===== src/rtl/magia_eoc_collector.sv =====
// End-of-computation collector: after an arm pulse it captures each tile's EOC
// flag and exit code once, applies an optional cycle timeout and reports one
// aggregated done/exit status.
module magia_eoc_collector #(
  parameter int unsigned       N_TILES      = 4,
  parameter int unsigned       EXIT_W       = 32,
  parameter int unsigned       TIMEOUT_W    = 32,
  parameter logic [EXIT_W-1:0] TIMEOUT_CODE = '1,
  parameter int unsigned       IDX_W        = (N_TILES > 1) ? $clog2(N_TILES) : 1
) (
  input  logic                        clk_i,
  input  logic                        rst_ni,
  input  logic                        start_i,
  input  logic [TIMEOUT_W-1:0]        timeout_cycles_i,
  input  logic [N_TILES-1:0]          tile_eoc_i,
  input  logic [N_TILES*EXIT_W-1:0]   tile_exit_i,
  output logic                        busy_o,
  output logic                        done_o,
  output logic                        timeout_o,
  output logic [EXIT_W-1:0]           exit_code_o,
  output logic [IDX_W-1:0]            fail_idx_o,
  output logic                        fail_valid_o,
  output logic [N_TILES-1:0]          eoc_mask_o,
  output logic [1:0]                  dbg_state_o
);

  typedef enum logic [1:0] {
    S_IDLE = 2'd0,
    S_RUN  = 2'd1,
    S_DONE = 2'd2
  } state_t;

  // Interface contract: start_i is a single-cycle pulse honoured only in IDLE
  // or DONE; tile_exit_i slices are only looked at while the matching
  // tile_eoc_i bit is high and that tile has not yet been captured.

  state_t               r_state;
  logic [N_TILES-1:0]   r_mask;
  logic [EXIT_W-1:0]    r_codes [N_TILES];
  logic [TIMEOUT_W-1:0] r_cnt;
  logic [TIMEOUT_W-1:0] r_limit;
  logic                 r_timeout;

  logic [N_TILES-1:0]   w_mask_next;
  logic                 w_complete;
  logic                 w_limit_hit;
  logic                 w_fail_valid;
  logic [IDX_W-1:0]     w_fail_idx;
  logic [EXIT_W-1:0]    w_fail_code;

  always_comb begin
    w_mask_next = r_mask | tile_eoc_i;
    w_complete  = &w_mask_next;
    w_limit_hit = (r_limit != '0) && (r_cnt == (r_limit - TIMEOUT_W'(1)));
  end

  // Walk from the top down so the lowest-index failing tile wins.
  always_comb begin
    w_fail_valid = 1'b0;
    w_fail_idx   = '0;
    w_fail_code  = '0;
    for (int t = N_TILES - 1; t >= 0; t--) begin
      if (r_mask[t] && (r_codes[t] != '0)) begin
        w_fail_valid = 1'b1;
        w_fail_idx   = IDX_W'(t);
        w_fail_code  = r_codes[t];
      end
    end
  end

  always_ff @(posedge clk_i or negedge rst_ni) begin
    if (!rst_ni) begin
      r_state   <= S_IDLE;
      r_mask    <= '0;
      r_cnt     <= '0;
      r_limit   <= '0;
      r_timeout <= 1'b0;
      for (int t = 0; t < N_TILES; t++) r_codes[t] <= '0;
    end else begin
      case (r_state)
        S_IDLE, S_DONE: begin
          if (start_i) begin
            r_state   <= S_RUN;
            r_mask    <= '0;
            r_cnt     <= '0;
            r_limit   <= timeout_cycles_i;
            r_timeout <= 1'b0;
            for (int t = 0; t < N_TILES; t++) r_codes[t] <= '0;
          end
        end
        S_RUN: begin
          if (r_cnt != '1) r_cnt <= r_cnt + TIMEOUT_W'(1);
          for (int t = 0; t < N_TILES; t++) begin
            if (tile_eoc_i[t] && !r_mask[t]) r_codes[t] <= tile_exit_i[t*EXIT_W +: EXIT_W];
          end
          r_mask <= w_mask_next;
          // Completion has priority over a timeout landing on the same edge.
          if (w_complete) begin
            r_state   <= S_DONE;
            r_timeout <= 1'b0;
          end else if (w_limit_hit) begin
            r_state   <= S_DONE;
            r_timeout <= 1'b1;
          end
        end
        default: r_state <= S_IDLE;
      endcase
    end
  end

  always_comb begin
    busy_o       = (r_state == S_RUN);
    done_o       = (r_state == S_DONE);
    timeout_o    = r_timeout;
    eoc_mask_o   = r_mask;
    dbg_state_o  = r_state;
    fail_valid_o = (r_state != S_IDLE) && w_fail_valid;
    fail_idx_o   = (r_state != S_IDLE) ? w_fail_idx : '0;
    exit_code_o  = '0;
    if (r_state == S_DONE) exit_code_o = r_timeout ? TIMEOUT_CODE : w_fail_code;
  end

endmodule


===== config.mk =====
export PLATFORM = sky130hd
export DESIGN_NAME = magia_eoc_collector
export DESIGN_NICKNAME = d
export VERILOG_FILES = /design/src/rtl/magia_eoc_collector.sv
export SDC_FILE = /design/constraint.sdc
export NUM_CORES = 1
export LEC_CHECK = 0
export CAP_MARGIN = 20
export CORE_MARGIN = 3
export CORE_UTILIZATION = 48
export CTS_CLUSTER_DIAMETER = 80
export DETAILED_ROUTE_END_ITERATION = 8
export HOLD_SLACK_MARGIN = 0.06
export PLACE_DENSITY = 0.78
export SETUP_SLACK_MARGIN = 0.2
export SLEW_MARGIN = 30
export SYNTH_ARGS = -nofsm -noshare
export SYNTH_HDL_FRONTEND = slang
export SYNTH_SLANG_ARGS = --single-unit

===== constraint.sdc =====
create_clock -name clk_i -period 2.2 [get_ports clk_i]
set_input_delay 0.33 -clock clk_i [delete_from_list [all_inputs] [get_ports clk_i]]
set_output_delay 0.33 -clock clk_i [all_outputs]
set_load 0.1 [all_outputs]

==> flow_metrics.tcl <==
set metrics [dict create \
    outcome "finished with violations" \
    violations "negative setup slack" \
    place_congestion 1.006 \
    clkTransAtPathRegs_ns 0.09 \
    num-nets-final 1897 \
    clockBufferDepth 2 \
    synth-main-ff-cell "dfrtp_1" \
    tightest_slew_ns 0.6681 \
    leakagePower_nw 7.785 \
    globalRouteOverflowTotal 0 \
    max_cap_viol_count 0 \
    criticalPathCategory "register to output pin" \
    p_comb_frac 0.634 \
    io_pins 211 \
    netlist_instances 1295 \
    hp-class "input pin to asynchronous set/reset pin" \
    fillers 1084 \
    grt_pass1_vias 12630 \
    setup_slack_ns -1.034 \
    numPlacedInstances 1949 \
    met1_length_um 16290 \
    ys_seq_area_frac 0.4619 \
    swShare 0.4854 \
    cp_slowest_cell "dfrtp_1" \
    synthTopCellsByArea "dfrtp_1, nand2_1, o21ai_0" \
    fmax_ghz 0.3093 \
    final_max_slew_viol_count 0 \
    grt_pass1_wl_um 70190 \
    synth_fp_nets 1464 \
    area_growth_pct 67.66 \
    setup_viol 40 \
    vias 12970 \
    highest_layer "met4" \
    drtIter0Drc 1530 \
    drt-vias-per-instance 6.412 \
    cp_data_arrival_time_ns 2.90 \
    yosys_warnings 0 \
    rows 54 \
    rsz0062_at_grt "true" \
    ant_nets 0 \
    htree_num_levels 4 \
    clk_latency_ns 0.47 \
    port_buffers 210 \
    clock_skew_ns 0.01780 \
    core_region_area_mm2 0.02196 \
    min_period_ns 3.234 \
    internal-power_mw 14.41 \
    drive_gt1_frac 0.3217 \
    maxSlewHeadroom 0.5499 \
    crit_fanout 13 \
    drt_pass1_iterations 5 \
    start_util 0.4909 \
    seqPwrFrac 0.239 \
    critPathLaunchType "register" \
    cts-root-buf "clkbuf_16" \
    die_w_um 155.9 \
    dr_wl_met3_um 4988 \
    timing.hold.ws_ns 0.2467 \
    p_per_area_mw_per_mm2 1550 \
    synth.avg_cell_area_um2 8.325 \
    period_share 1.470 \
    drc 0 \
    slowest_delay_ns 0.44 \
    finalNonFillerCells 2023 \
    cts_buffers 17 \
    antenna_found_initial 0 \
    hold_violations 0 \
    power.switching_mw 13.60 \
    wl_met2_um 24070 \
    async_flop_share 1.000 \
    grt_start_max_net_pins 91 \
    ys_seq_elements 199 \
    synth_top_area_frac 0.4619 \
    die_area_mm2 0.02429 \
    syn_area_mm2 0.01078 \
    path_cells "nor4_1 > nand4_1 > o21ai_4 > bufbuf_16 > mux2i_2 > a21oi_4 > buf_12" \
    synth-edff-count 0 \
    dpl_cell_area_mm2 0.01588 \
    dieHeight_um 155.9 \
    ir_worst_vdd_v 0.0009215 \
    worst_ep_required_time_ns 1.87 \
    yosys.area.top_type "dfrtp_1" \
    synth_cell_types 62 \
    clock_power_share 0.127 \
    cts_sinks 199 \
    wl_um 50450 \
    wire_per_inst_um 24.94 \
    grtUsageTotal 0.3754 \
    r2r_cells 10 \
    design_area_mm2 0.01807 \
    cts_tree "done" \
    dpl.hpwl_um 28610 \
    endpoint_kind "output pin" \
]
layout by cell type (no fill, tap or decap), drive strengths merged, types with 21 or more instances in the layout:
| master | instances |
|---|---|
| clkdlybuf4s50 | 165 |
| o21ai | 173 |
| mux2i | 32 |
| a21oi | 50 |
| buf | 325 |
| inv | 23 |
| clkbuf | 21 |
| a22o | 32 |
| nor3 | 25 |
| xor2 | 25 |
| xnor2 | 44 |
| nand4 | 29 |
| nor2 | 60 |
| nor4 | 48 |
| nand2 | 373 |
| dfrtp | 199 |
area by class of cell:
type,count,area [um2],area share
clock buffer,17,425.4,0.02354
multi-input combinational,994,6817,0.3771
inverter,17,71.32,0.003946
sequential,199,5002,0.2768
tap,280,350.3,0.01938
clock inverter,15,246.5,0.01364
antenna,2,5.005,0.0002769
timing repair buffer,499,5157,0.2853
power by group through the flow:
stage / sequential (mW) / clock (mW) / combinational, mW
floorplan: 6.63 / 0 / 7.48
global placement: 6.23 / 0 / 13.9
detailed placement: 6.31 / 0 / 14.2
CTS: 6.36 / 3.49 / 15.9
global route: 6.77 / 3.70 / 18.4
finish: 6.70 / 3.56 / 17.7
synth_stat cells (5+ instances only):
master,count
a21oi_1,50
a22o_1,32
a31oi_1,7
and3_1,5
and4_1,5
buf_2,7
clkbuf_1,71
dfrtp_1,199
inv_1,16
mux2i_1,32
nand2_1,373
nand2b_1,6
nand3_1,19
nand4_1,29
nor2_1,60
nor2b_1,5
nor3_1,23
nor4_1,45
o21ai_0,171
xnor2_1,44
xor2_1,25
metrics by stage:
step / power [mW] / TNS [ns] / setup slack (ns) / util
2_1_floorplan: 14.10 / -12.80 / -0.4065 / -
3_3_place_gp: 20.16 / -16.90 / -0.5991 / 0.7232
3_5_place_dp: 20.51 / -19.16 / -0.6492 / 0.7232
4_1_cts: 25.80 / -28.68 / -0.8992 / 0.7943
5_1_grt: 28.89 / -36.07 / -1.105 / 0.8229
6_report: 28.01 / -33.53 / -1.034 / 0.8231
state kept, by name (all words and copies together), names as in the netlist:
| name | cells |
|---|---|
| r_codes | 128 |
| r_cnt | 32 |
| r_limit | 32 |
| eoc_mask_o | 4 |
| dbg_state_o | 2 |
| timeout_o | 1 |
logic make-up after synthesis:
group	share of synthesized area
AO/OA/AOI/OAI	0.1549
flip-flops	0.4619
adder cells (fa/ha/maj)	0.002321
XOR/XNOR	0.05606
multiplexers	0.03285
buffers and inverters	0.03749
AND/OR/NAND/NOR	0.2544
routing by layer:
| layer | up-vias | GRT usage |
|---|---|---|
| met5 | - | 0 |
| met4 | 0 | 0.2759 |
| met3 | 397 | 0.08571 |
| met2 | 1059 | 0.6412 |
| met1 | 6164 | 0.4083 |
| li1 | 5351 | - |
repair_timing:
item / 4_1_cts / 5_1_grt
hold buffers: 1 / 0
setup buffers: 15 / 14
gates cloned: 7 / 3
resized for setup: 111 / 83
endpoints found under the hold margin: 199 / 0
pin swaps: 31 / 60
setup endpoints to repair: 66 / 81
worst paths after layout:
path	endpoint	start	slack [ns]
worst max-delay path	exit_code_o[23]	r_codes[64]	-1.03
worst max register to register	dbg_state_o[1]	r_limit[23]	-0.35
max in group asynchronous	r_limit[6]	rst_ni	1.22
min in group clk_i	r_limit[6]	timeout_cycles_i[6]	0.39
worst min-delay path	r_codes[43]	rst_ni	0.25
worst min register to register	r_limit[19]	r_limit[19]	0.52
worst max-delay path: cells and delay by family, from the launching register on:
family	cells	cell delay, ns
AND/OR/NAND/NOR	2	0.67
buffers and inverters	2	0.57
flip-flops	1	0.44
AO/OA/AOI/OAI	2	0.43
multiplexers	1	0.33
Power figures use the tool's default switching activity.
